`src/rtl/dsa_mem_arbiter_if.sv`:
```
// Requester/memory bus bundle for dsa_mem_arbiter: three packed requester lanes plus the
// single-port RAM command/return path.
interface dsa_mem_arbiter_if #(
   parameter int ADDR_WIDTH = 18,
   parameter int DATA_WIDTH = 8
);
   logic [2:0]              req;
   logic [2:0]              we;
   logic [2:0]              lock;
   logic [3*ADDR_WIDTH-1:0] addr;
   logic [3*DATA_WIDTH-1:0] wdata;
   logic [2:0]              gnt;
   logic [2:0]              rvalid;
   logic [DATA_WIDTH-1:0]   rdata;
   logic                    mem_en;
   logic                    mem_we;
   logic [ADDR_WIDTH-1:0]   mem_addr;
   logic [DATA_WIDTH-1:0]   mem_wdata;
   logic [DATA_WIDTH-1:0]   mem_rdata;

   modport master (
      output req, we, lock, addr, wdata, mem_rdata,
      input  gnt, rvalid, rdata, mem_en, mem_we, mem_addr, mem_wdata
   );

   modport slave (
      input  req, we, lock, addr, wdata, mem_rdata,
      output gnt, rvalid, rdata, mem_en, mem_we, mem_addr, mem_wdata
   );
endinterface

```
`src/rtl/dsa_mem_arbiter.sv`:
```
// Round-robin single-port image memory arbiter with bounded bus lock and fixed read latency.
// Optional per-requester performance counters are built when DSA_ARB_PERF_EN is defined.
module dsa_mem_arbiter #(
   parameter int ADDR_WIDTH = 18,
   parameter int DATA_WIDTH = 8,
   parameter int MAX_LOCK   = 16
) (
   input  logic              clk,
   input  logic              rst_n,
   dsa_mem_arbiter_if.slave  bus,
`ifdef DSA_ARB_PERF_EN
   input  logic              perf_clr,
   output logic [2:0][31:0]  perf_grants,
   output logic [2:0][31:0]  perf_stall,
`endif
   output logic              busy
);
   localparam int CNT_W = $clog2(MAX_LOCK + 1);

   typedef enum logic {IDLE = 1'b0, LOCKED = 1'b1} state_t;

   state_t                  state, state_nxt;
   logic [1:0]              rr_ptr, rr_ptr_nxt;
   logic [1:0]              owner, owner_nxt;
   logic [CNT_W-1:0]        lock_cnt, lock_cnt_nxt;
   logic [2:0]              gnt;
   logic                    gnt_any;
   logic [1:0]              gnt_id;
   logic [1:0]              cand;

   logic                    mem_en_p1, mem_we_p1;
   logic [ADDR_WIDTH-1:0]   mem_addr_p1;
   logic [DATA_WIDTH-1:0]   mem_wdata_p1;
   logic                    vld_p1, vld_p2;
   logic [1:0]              id_p1, id_p2;

   always_ff @(posedge clk) begin
      if (!rst_n) begin
         state    <= IDLE;
         rr_ptr   <= 2'd0;
         owner    <= 2'd0;
         lock_cnt <= '0;
      end else begin
         state    <= state_nxt;
         rr_ptr   <= rr_ptr_nxt;
         owner    <= owner_nxt;
         lock_cnt <= lock_cnt_nxt;
      end
   end

   // Grant is combinational from req; a locked owner that stops locking forfeits one cycle.
   always_comb begin
      state_nxt    = state;
      rr_ptr_nxt   = rr_ptr;
      owner_nxt    = owner;
      lock_cnt_nxt = lock_cnt;
      gnt          = '0;
      gnt_any      = 1'b0;
      gnt_id       = 2'd0;
      cand         = 2'd0;
      if (rst_n) begin
         unique case (state)
            IDLE: begin
               for (int k = 0; k < 3; k++) begin
                  cand = 2'((int'(rr_ptr) + k) % 3);
                  if (!gnt_any && bus.req[cand]) begin
                     gnt_any = 1'b1;
                     gnt_id  = cand;
                  end
               end
               if (gnt_any) begin
                  gnt[gnt_id] = 1'b1;
                  rr_ptr_nxt  = (gnt_id == 2'd2) ? 2'd0 : gnt_id + 2'd1;
                  if (bus.lock[gnt_id] && MAX_LOCK > 1) begin
                     state_nxt    = LOCKED;
                     owner_nxt    = gnt_id;
                     lock_cnt_nxt = CNT_W'(1);
                  end
               end
            end
            LOCKED: begin
               state_nxt    = IDLE;
               lock_cnt_nxt = '0;
               if (bus.req[owner] && bus.lock[owner]) begin
                  gnt_any    = 1'b1;
                  gnt_id     = owner;
                  gnt[owner] = 1'b1;
                  if (lock_cnt + CNT_W'(1) != CNT_W'(MAX_LOCK)) begin
                     state_nxt    = LOCKED;
                     lock_cnt_nxt = lock_cnt + CNT_W'(1);
                  end
               end
            end
            default: state_nxt = IDLE;
         endcase
      end
   end

   // ---- stage p1: registered memory command and read-owner tag ----
   always_ff @(posedge clk) begin
      if (!rst_n) begin
         mem_en_p1    <= 1'b0;
         mem_we_p1    <= 1'b0;
         mem_addr_p1  <= '0;
         mem_wdata_p1 <= '0;
         vld_p1       <= 1'b0;
      end else begin
         mem_en_p1 <= gnt_any;
         mem_we_p1 <= gnt_any & bus.we[gnt_id];
         vld_p1    <= gnt_any & ~bus.we[gnt_id];
         if (gnt_any) begin
            mem_addr_p1  <= bus.addr[int'(gnt_id)*ADDR_WIDTH +: ADDR_WIDTH];
            mem_wdata_p1 <= bus.wdata[int'(gnt_id)*DATA_WIDTH +: DATA_WIDTH];
         end
      end
   end

   // ---- stage p2: read data returns from the RAM alongside the delayed tag ----
   always_ff @(posedge clk) begin
      if (!rst_n) vld_p2 <= 1'b0;
      else        vld_p2 <= vld_p1;
   end

   always_ff @(posedge clk) begin
      id_p1 <= gnt_id;
      id_p2 <= id_p1;
   end

   assign bus.gnt       = gnt;
   assign bus.mem_en    = mem_en_p1;
   assign bus.mem_we    = mem_we_p1;
   assign bus.mem_addr  = mem_addr_p1;
   assign bus.mem_wdata = mem_wdata_p1;
   assign bus.rvalid    = vld_p2 ? (3'b001 << id_p2) : 3'b000;
   assign bus.rdata     = bus.mem_rdata;
   assign busy          = (state == LOCKED) | mem_en_p1 | vld_p1 | vld_p2;

`ifdef DSA_ARB_PERF_EN
   always_ff @(posedge clk) begin
      if (!rst_n || perf_clr) begin
         perf_grants <= '0;
         perf_stall  <= '0;
      end else begin
         for (int i = 0; i < 3; i++) begin
            perf_grants[i] <= perf_grants[i] + 32'(gnt[i]);
            perf_stall[i]  <= perf_stall[i] + 32'(bus.req[i] & ~gnt[i]);
         end
      end
   end
`endif
endmodule

```
`src/flat_wrapper.sv`:
```
// flat-port wrapper written by rule: the top's interface ports become plain ports
module dsa_mem_arbiter_flat 
#(
   parameter int ADDR_WIDTH = 18,
   parameter int DATA_WIDTH = 8,
   parameter int MAX_LOCK   = 16
)
  (clk, rst_n, busy, bus_req, bus_we, bus_lock, bus_addr, bus_wdata, bus_mem_rdata, bus_gnt, bus_rvalid, bus_rdata, bus_mem_en, bus_mem_we, bus_mem_addr, bus_mem_wdata);
  dsa_mem_arbiter_if #(.ADDR_WIDTH(ADDR_WIDTH), .DATA_WIDTH(DATA_WIDTH)) bus_i ();
  input  logic clk;
  input  logic rst_n;
  output logic busy;
  input wire logic [$bits(bus_i.req)-1:0] bus_req;
  input wire logic [$bits(bus_i.we)-1:0] bus_we;
  input wire logic [$bits(bus_i.lock)-1:0] bus_lock;
  input wire logic [$bits(bus_i.addr)-1:0] bus_addr;
  input wire logic [$bits(bus_i.wdata)-1:0] bus_wdata;
  input wire logic [$bits(bus_i.mem_rdata)-1:0] bus_mem_rdata;
  output wire logic [$bits(bus_i.gnt)-1:0] bus_gnt;
  output wire logic [$bits(bus_i.rvalid)-1:0] bus_rvalid;
  output wire logic [$bits(bus_i.rdata)-1:0] bus_rdata;
  output wire logic [$bits(bus_i.mem_en)-1:0] bus_mem_en;
  output wire logic [$bits(bus_i.mem_we)-1:0] bus_mem_we;
  output wire logic [$bits(bus_i.mem_addr)-1:0] bus_mem_addr;
  output wire logic [$bits(bus_i.mem_wdata)-1:0] bus_mem_wdata;
  assign bus_i.req = bus_req;
  assign bus_i.we = bus_we;
  assign bus_i.lock = bus_lock;
  assign bus_i.addr = bus_addr;
  assign bus_i.wdata = bus_wdata;
  assign bus_i.mem_rdata = bus_mem_rdata;
  assign bus_gnt = bus_i.gnt;
  assign bus_rvalid = bus_i.rvalid;
  assign bus_rdata = bus_i.rdata;
  assign bus_mem_en = bus_i.mem_en;
  assign bus_mem_we = bus_i.mem_we;
  assign bus_mem_addr = bus_i.mem_addr;
  assign bus_mem_wdata = bus_i.mem_wdata;
  dsa_mem_arbiter #(.ADDR_WIDTH(ADDR_WIDTH), .DATA_WIDTH(DATA_WIDTH), .MAX_LOCK(MAX_LOCK)) u_core (.clk(clk), .rst_n(rst_n), .bus(bus_i), .busy(busy));
endmodule
```
`config.mk`:
```
export PLATFORM = sky130hd
export DESIGN_NAME = dsa_mem_arbiter_flat
export DESIGN_NICKNAME = d
export VERILOG_FILES = /design/src/rtl/dsa_mem_arbiter_if.sv /design/src/rtl/dsa_mem_arbiter.sv /design/src/flat_wrapper.sv
export SDC_FILE = /design/constraint.sdc
export NUM_CORES = 1
export LEC_CHECK = 0
export ABC_AREA = 1
export BUFFER_PORTS_ARGS = -buffer_cell sky130_fd_sc_hd__buf_2
export CAP_MARGIN = 40
export CORE_UTILIZATION = 32
export DETAILED_ROUTE_END_ITERATION = 7
export PLACE_DENSITY_LB_ADDON = 0.1
export SYNTH_ARGS = -nofsm -noshare
export SYNTH_HDL_FRONTEND = slang
export SYNTH_SLANG_ARGS = --single-unit
```
`constraint.sdc`:
```
create_clock -name clk -period 2.95 [get_ports clk]
set_input_delay 0.1475 -clock clk [delete_from_list [all_inputs] [get_ports clk]]
set_output_delay 0.1475 -clock clk [all_outputs]
set_load 0.02 [all_outputs]
```
==> impl_metrics.yaml, run 1 <==
sta:
  period_minus_slack_ps: 2620
  whs_ps: 160
  setup_viol_count_final: 0
  maxSlewHeadroom: 0.659
  slew_violations: 0
  fin_crit_sh: 0.887
  fmax_mhz: 382
  finalSetupTns_ps: 0
  worst_pin_slew_ps: 511
  hold_viol: 0
  rsz0062_at_grt: "false"
  clock_skew_ps: 7.17
  setup_ws_ps: 334
setup_path:
  critPathMaxStageDelay_ps: 380
  cp_cell_sequence: "inv_1 -> ha_1 -> inv_2 -> nand2_1 -> nand3_1 -> nand2_1 -> nand3_1 -> nand3_2 -> nand2_2 -> nand2_1 -> nand2_2 -> buf_4 -> nand3_1 -> nand2_1 -> inv_1 -> a21oi_1"
  crit_path_max_fanout: 23
  cp-end-kind: "flop"
  crit_required_ps: 3180
  critPathBufInv: 4
  path_delay_family: "simple AND/OR/NAND/NOR gates"
  worstSetupStartpointType: "flop"
  crit_type: "flop to flop"
  critPathMostFrequentCell: "nand2_1"
  slowest_stage: "dfxtp_1"
  worst-endpoint-arrival_ps: 2850
floorplanning:
  pin_count: 140
  dieArea_mm2: 0.00971
  initial_core_util: 0.335
  die_h_um: 98.5
  die_w_um: 98.5
  fp.coreArea_mm2: 0.00889
  rows: 34
power_and_ir_drop:
  leakage_nw: 2.16
  power_density_mw_per_mm2: 1120
  max-vdd-ir-drop_v: 0.000384
  p_total_mw: 4.13
synthesis:
  synth_top_area_frac: 0.295
  yosysMostFrequentCell: "nand2_1"
  synth_seq_cells: 44
  ys_top_cells_by_count: "124 x nand2_1, 80 x inv_1, 78 x nand3_1, 64 x a21oi_1, 44 x dfxtp_1"
  ys_warn_count: 0
  synth-edff-count: 0
  yosys-top-cells-area: "dfxtp_1 30%, nand2_1 16%, nand3_1 13%, a21oi_1 11%, inv_1 10%"
  ys_types: 30
  synth_fp_nets: 595
  netlist_area_mm2: 0.00298
  avgSynthCellArea_um2: 6.05
  syn_inst: 493
  synth_ff_type: "dfxtp_1"
  ys_async_sr_fraction: 0
  yosysSeqAreaShare: 0.295
  yosys.area.top_type: "dfxtp_1"
layout:
  num_antenna_cells: 0
  final_nets: 699
  num-fill-cells: 993
  layout.cells.non_filler: 706
  drive_above_1_share: 0.284
  syn_to_final_growth_pct: 23.7
clocking:
  cts_inserted_buffers: 5
  cts_max_level: 2
  clk_latency_ps: 300
  clk_path_buf_depth: 2
  path_clk_slew_ps: 90
  clock_sinks: 44
  cts_setup_buffers: 0
  cts_root_buf: "clkbuf_8"
  tritoncts: "built"
grt:
  grt_first_pass_wirelength_mm: 14.4
  grt_pass1_vias: 3238
  overflow: 0
  antenna_found_initial: 0
  grt_usage: 0.181
  grt_max_degree: 56
routing:
  wl_mm: 8.47
  drc: 5
  ant_nets: 0
  vias_per_cell: 4.66
  dr.pass1.iters: 6
  vias: 3292
  wire_per_inst_um: 12.0
  drt_iter0_drc: 117
outcome:
  outcome: "finished with violations"
  violations: "design-rule violations"
place:
  gp_congestion: 0.769
  placed_cells: 698
  place_hpwl_mm: 6.16
  io_buffers: 123
  preCtsSetupSlack_ps: 304
hold_path:
  hp-class: "input port to flop"
job:
  drv_cap: 0
[placed cells by master, fill, tap and decap left out, types with 2 or more instances in the layout]
cell type / synthesis / final
nand3_1: 78 / 78
dfxtp_1: 44 / 44
a21oi_1: 64 / 64
o21ai_1: 2 / 2
nand3_2: 5 / 5
inv_2: 22 / 21
buf_2: 10 / 123
nor2_1: 20 / 20
buf_4: 10 / 4
clkbuf_8: 0 / 5
nand2_1: 124 / 124
ha_1: 5 / 5
xnor2_1: 2 / 2
nand2_2: 2 / 2
o21ai_0: 2 / 2
inv_1: 80 / 80
[repair_timing]
| action | CTS | global route |
|---|---|---|
| hold buffers | 0 | 0 |
| endpoints found under the setup margin | 0 | 1 |
| gates resized for setup | 0 | 2 |
[worst register-to-register path, cell delays in order, from the launching register on]
cell and delay [ps]:
dfxtp_1 380, inv_1 80, ha_1 380, inv_2 120, nand2_1 50, nand3_1 60, nand2_1 80, nand3_1 110
nand3_2 110, nand2_2 100, nand2_1 60, nand2_2 330, buf_4 340, nand3_1 110, nand2_1 90, inv_1 40
a21oi_1 120
[layout make-up]
class,count,area (µm²),area share
clock buffers,5,68.8,0.0187
clock inverters,3,46.3,0.0126
inverters,103,389,0.105
multi-input cells,315,1500,0.407
flip-flops and latches,44,881,0.239
well taps,108,135,0.0366
repair buffers,128,666,0.180
[logic make-up after synthesis]
logic type,count (synthesis),share of synthesized area
AO/OA/AOI/OAI,71,0.125
XOR/XNOR,2,0.00588
adder cells (fa/ha/maj),5,0.0210
buffers and inverters,134,0.201
flip-flops,44,0.295
AND/OR/NAND/NOR,237,0.352
[state kept, by name, summed over array words and instances (netlist names)]
| name | flops |
|---|---|
| u_core.bus.mem_wdata | 8 |
| u_core.bus.mem_we | 1 |
| u_core.vld_p2 | 1 |
| u_core.id_p1 | 2 |
| u_core.state | 1 |
| u_core.bus.mem_en | 1 |
| u_core.bus.mem_addr | 18 |
| u_core.owner | 2 |
| u_core.vld_p1 | 1 |
| u_core.id_p2 | 2 |
| u_core.rr_ptr | 2 |
| u_core.lock_cnt | 5 |
[worst paths after layout]
| check | to | cells after the start | start | slack (ps) |
|---|---|---|---|---|
| worst max-delay path | u_core.bus.mem_addr[14] | 16 | u_core.rr_ptr[0] | 330 |
| worst min-delay path | u_core.vld_p1 | 4 | bus_we[2] | 160 |
| worst max register to register | u_core.bus.mem_addr[14] | 16 | u_core.rr_ptr[0] | 330 |
| worst min register to register | u_core.id_p2[0] | 0 | u_core.id_p1[0] | 330 |
[where the power goes]
part           leakage (nW)  internal [mW]  switching (mW)
clock network        0.0548          0.255           0.230
logic                  1.74          0.864            1.78
registers             0.367          0.864           0.144
[metal layers]
metal | track usage | up-vias | routed length (µm)
met4 | 0.0379 | 0 | 68
met5 | 0 | - | 0
met2 | 0.315 | 90 | 3870
met1 | 0.228 | 1472 | 4030
li1 | - | 1724 | -
met3 | 0.0418 | 6 | 505
[metrics by stage]
stage | utilization | instance area [µm²]
final | 0.415 | 3690
after global routing | 0.415 | 3690
after CTS | 0.415 | 3690
after detailed placement | 0.402 | 3570
after global placement | 0.402 | 3570
after floorplan | - | 2980
Power figures use the tool's default switching activity.
==> run 2: changes to the inputs <==
Settings changed: PLACE_DENSITY set to 0.62, PLACE_DENSITY_LB_ADDON 0.1 to not set.
==> run 2 against run 1 <==
Net effect:
- the flow still finishes with violations (design-rule violations)
- maximum frequency rose by 1.0%
- count of clock-buffer cells in the layout did not move
- worst hold slack barely moved
- register-to-register slack improved by 170 ps
- sequential share of layout area barely moved
- critical path depth fell by 2
- flip-flop and latch count did not move
- final area barely moved
- critical path type is now flop to output port
- combinational power barely moved
- clock power barely moved
- first-iteration DRC count fell by 1.7%
==> impl_metrics.yaml, run 2 (same netlist as run 1, synthesis figures left out) <==
outcome:
  outcome: "finished with violations"
  violations: "design-rule violations"
clocking:
  cts_setup_buffers: 0
  cts_hold_buf: 0
  tritoncts: "built"
  clk_latency_ps: 300
  cts_root_buf: "clkbuf_8"
  cts_inserted_buffers: 5
  cts_max_level: 2
  path_clk_slew_ps: 90
  clk_path_buf_depth: 2
  cts_resized: 0
  clock_sinks: 44
layout:
  num_antenna_cells: 0
  final_nets: 701
  num-fill-cells: 974
  fin_util: 0.415
  layout_commonest_cell: "nand2_1"
  layout.cells.non_filler: 708
  syn_to_final_growth_pct: 23.8
  multi_input_area_mm2: 0.00150
  largest_reg_flops: 18
  drive_above_1_share: 0.287
  layout_common_cells: "124 x nand2_1, 123 x buf_2, 80 x inv_1, 78 x nand3_1, 64 x a21oi_1"
  seqCellArea_um2: 881
  stdcell_area_mm2: 0.00369
setup_path:
  cp-end-kind: "output port"
  worstSetupStartpointType: "flop"
  critPathMaxStageDelay_ps: 380
  crit_type: "flop to output port"
  worst-endpoint-arrival_ps: 2440
  cp_cell_sequence: "inv_1 -> ha_1 -> inv_2 -> nand2_1 -> nand3_1 -> nand2_1 -> nand3_2 -> nor2_1 -> inv_1 -> nand3_2 -> nand2_1 -> buf_4 -> inv_1 -> buf_2"
  crit_path_max_fanout: 28
  crit_required_ps: 2800
  slowest_stage: "dfxtp_1"
place:
  placed_cells: 700
  gp_congestion: 0.858
  postPlaceCellArea_mm2: 0.00357
  place_hpwl_mm: 6.11
  io_buffers: 123
  preCtsSetupSlack_ps: 508
routing:
  wl_mm: 8.18
  wire_per_inst_um: 11.6
  vias_per_cell: 4.66
  drc: 6
  dr.pass1.iters: 8
  ant_nets: 0
  drt_iter0_drc: 115
  vias: 3301
sta:
  clock_skew_ps: 5.98
  period_minus_slack_ps: 2590
  setup_viol_count_final: 0
  fmax_mhz: 386
  finalSetupTns_ps: 0
  worst_pin_slew_ps: 498
  slew_violations: 0
  rsz0062_at_grt: "false"
  whs_ps: 160
  fin_crit_sh: 0.878
  hold_viol: 0
  setup_ws_ps: 360
  maxSlewHeadroom: 0.667
grt:
  overflow: 0
  grt_pass1_vias: 2908
  antenna_found_initial: 0
  grt_first_pass_wirelength_mm: 13.5
  grt_max_degree: 34
  grt_usage: 0.172
hold_path:
  hp-class: "input port to flop"
floorplanning:
  fp.coreArea_mm2: 0.00889
  rows: 34
  die_w_um: 98.5
  pin_count: 140
  die_h_um: 98.5
  dieArea_mm2: 0.00971
  initial_core_util: 0.335
job:
  drv_cap: 0
power_and_ir_drop:
  p_total_mw: 4.11
  max-vdd-ir-drop_v: 0.000324
  leakage_nw: 2.17
  power_density_mw_per_mm2: 1110
## run 2: changes by cell type in the layout (fill, tap and decap cells not counted)
| cell | previous run | this run |
|---|---|---|
| buf_4 | 4 | 7 |
| clkinv_4 | 0 | 2 |
| buf_12 | 1 | 0 |
| clkinvlp_4 | 1 | 0 |
| inv_2 | 21 | 22 |
| inv_4 | 1 | 0 |
| inv_6 | 1 | 0 |
## run 2: critical path: cells and delay by family, from the launching register on
family | cells | cell delay (ps)
adder cells (fa/ha/maj) | 1 | 370
buffers and inverters | 6 | 820
AND/OR/NAND/NOR | 7 | 560
flip-flops | 1 | 380
## run 2: area by class of cell
cell class                      count  share of cell area
Sequential cell                    44               0.239
Clock buffer                        5              0.0187
Timing Repair Buffer              130               0.181
Multi-Input combinational cell    315               0.407
Inverter                          103               0.105
Clock inverter                      3              0.0129
Tap cell                          108              0.0366
## run 2: path summary, 6_finish.rpt
kind | slack [ps] | depth (start not counted) | from | endpoint
setup / recovery | 360 | 14 | u_core.rr_ptr[0] | bus_gnt[2]
hold / removal | 160 | 4 | bus_we[2] | u_core.vld_p1
setup reg to reg | 500 | 15 | u_core.rr_ptr[0] | u_core.bus.mem_wdata[2]
hold reg to reg | 330 | 0 | u_core.id_p1[1] | u_core.id_p2[1]
## run 2: routing by layer
metal  up-vias  part of all wire  GRT usage
met4         0            0.0033     0.0321
met2       119              0.48      0.294
met1      1452              0.44      0.221
met5         -                 0          0
li1       1726                 -          -
met3         4             0.077     0.0433
## run 2: where the power goes
group          leakage, nW  internal, mW  total [mW]  switching (mW)
Sequential           0.367         0.864        1.01           0.142
Clock               0.0583         0.255       0.488           0.233
Combinational         1.75         0.865        2.62            1.75
==> run 3: changes to the inputs <==
Settings changed: PLACE_DENSITY 0.62 to 0.71.
==> run 3 against run 2 <==
Net effect:
- global-route usage hardly changed
- power is 0.47% higher
- critical endpoint unchanged
- the flow still finishes with violations (design-rule violations)
- clock skew is 5.3 ps higher
==> impl_metrics.yaml, run 3 (same netlist as run 1, synthesis figures left out) <==
outcome:
  outcome: "finished with violations"
  violations: "design-rule violations"
sta:
  worst_pin_slew_ps: 514
  hold_viol: 0
  period_minus_slack_ps: 2610
  fin_crit_sh: 0.886
  clock_skew_ps: 11.3
  slew_violations: 0
  rsz0062_at_grt: "false"
  fmax_mhz: 383
  setup_ws_ps: 336
  setup_viol_count_final: 0
  finalSetupTns_ps: 0
  maxSlewHeadroom: 0.657
grt:
  gr-usage-met3: 0.0426
  busiest_layer: "met2"
  grt_max_degree: 35
  antenna_found_initial: 0
  grt_use_met2: 0.301
  grt_pass1_vias: 3030
  overflow: 0
  grt_usage: 0.172
  use_met1: 0.204
  grt_first_pass_wirelength_mm: 13.5
clocking:
  cts_hold_buf: 0
  cts_max_level: 2
  cts_resized: 0
  clk_latency_ps: 300
  cts_root_buf: "clkbuf_8"
  clk_path_buf_depth: 2
  clock_sinks: 44
  tritoncts: "built"
  cts_setup_buffers: 0
  path_clk_slew_ps: 90
  cts_inserted_buffers: 5
routing:
  wire_per_inst_um: 11.7
  dr.pass1.iters: 7
  vias: 3306
  ant_nets: 0
  wl_mm: 8.24
  drc: 4
  vias_per_cell: 4.68
  drt_iter0_drc: 99
floorplanning:
  die_h_um: 98.5
  initial_core_util: 0.335
  rows: 34
  fp.coreArea_mm2: 0.00889
  pin_count: 140
  dieArea_mm2: 0.00971
  die_w_um: 98.5
layout:
  layout_common_cells: "124 x nand2_1, 123 x buf_2, 80 x inv_1, 78 x nand3_1, 64 x a21oi_1"
  multi_input_area_mm2: 0.00150
  fin_util: 0.415
  seqCellArea_um2: 881
  final_nets: 700
  layout_commonest_cell: "nand2_1"
  drive_above_1_share: 0.285
  largest_reg_flops: 18
  num-fill-cells: 935
  syn_to_final_growth_pct: 23.7
  num_antenna_cells: 0
  layout.cells.non_filler: 707
setup_path:
  worst-endpoint-arrival_ps: 2470
  cp-end-kind: "output port"
  worstSetupStartpointType: "flop"
  crit_required_ps: 2800
  critPathMaxStageDelay_ps: 380
  critPathMostFrequentCell: "inv_1"
  crit_path_max_fanout: 28
  slowest_stage: "dfxtp_1"
  cp_cell_sequence: "inv_1 -> ha_1 -> inv_2 -> nand3_1 -> nand2_1 -> nand3_2 -> nor2_1 -> inv_1 -> nand3_2 -> nand2_1 -> buf_4 -> inv_1 -> buf_2"
  crit_type: "flop to output port"
  path_delay_family: "buffers and inverters"
  critPathBufInv: 6
job:
  drv_cap: 0
power_and_ir_drop:
  power_density_mw_per_mm2: 1120
  max-vdd-ir-drop_v: 0.000442
  leakage_nw: 2.17
place:
  placed_cells: 699
  gp_congestion: 0.928
  preCtsSetupSlack_ps: 512
  place_hpwl_mm: 6.16
  io_buffers: 123
hold_path:
  hp-class: "input port to flop"
## run 3: cell types whose count changed in the layout (fill, tap and decap cells not counted), sizes merged
cell,delta
clkbuf,+1
buf,-1
clkinv,-1
## run 3: layer usage
metal / wire [µm] / share of wire
met1: 3510 / 0.43
met2: 4010 / 0.49
met4: 142 / 0.017
met5: 0 / 0
met3: 580 / 0.070
## run 3: path summary, 6_finish.rpt
kind,slack [ps],endpoint,startpoint,depth (start not counted)
setup / recovery,340,bus_gnt[2],u_core.rr_ptr[0],13
hold / removal,180,u_core.bus.mem_wdata[5],bus_wdata[13],5
setup reg to reg,440,u_core.bus.mem_addr[3],u_core.rr_ptr[0],15
hold reg to reg,330,u_core.id_p2[0],u_core.id_p1[0],0
## run 3: report_power, final
group,switching (mW),total (mW),internal (mW)
Sequential,0.154,1.02,0.864
Combinational,1.77,2.62,0.853
Clock,0.215,0.492,0.277
## run 3: worst register-to-register path: stages, from the launching register on
cell     delay [ps]
dfxtp_1         380
inv_1            80
ha_1            370
inv_2           120
nand3_1          80
nand2_1         130
nand3_2         120
nor2_1          140
inv_1            80
nand3_2          80
nand2_1          90
inv_2           390
nand3_1         130
nand2_1         110
inv_2            40
a21oi_1         110
## run 3: area by class of cell
| cell class | instances | area share |
|---|---|---|
| Multi-Input combinational cell | 315 | 0.408 |
| Clock buffer | 6 | 0.0224 |
| Timing Repair Buffer | 129 | 0.179 |
| Clock inverter | 2 | 0.0105 |
| Tap cell | 108 | 0.0366 |
| Sequential cell | 44 | 0.239 |
| Inverter | 103 | 0.105 |
## run 3: metrics by stage
stage / area (µm²) / power [mW] / hold WS [ps]
after detailed placement: 3570 / 3.64 / 295
after global placement: 3570 / 3.58 / 295
final: 3690 / 4.13 / 183
after floorplan: 2980 / 3.07 / 310
after global routing: 3690 / 4.53 / 181
after CTS: 3690 / 4.15 / 175
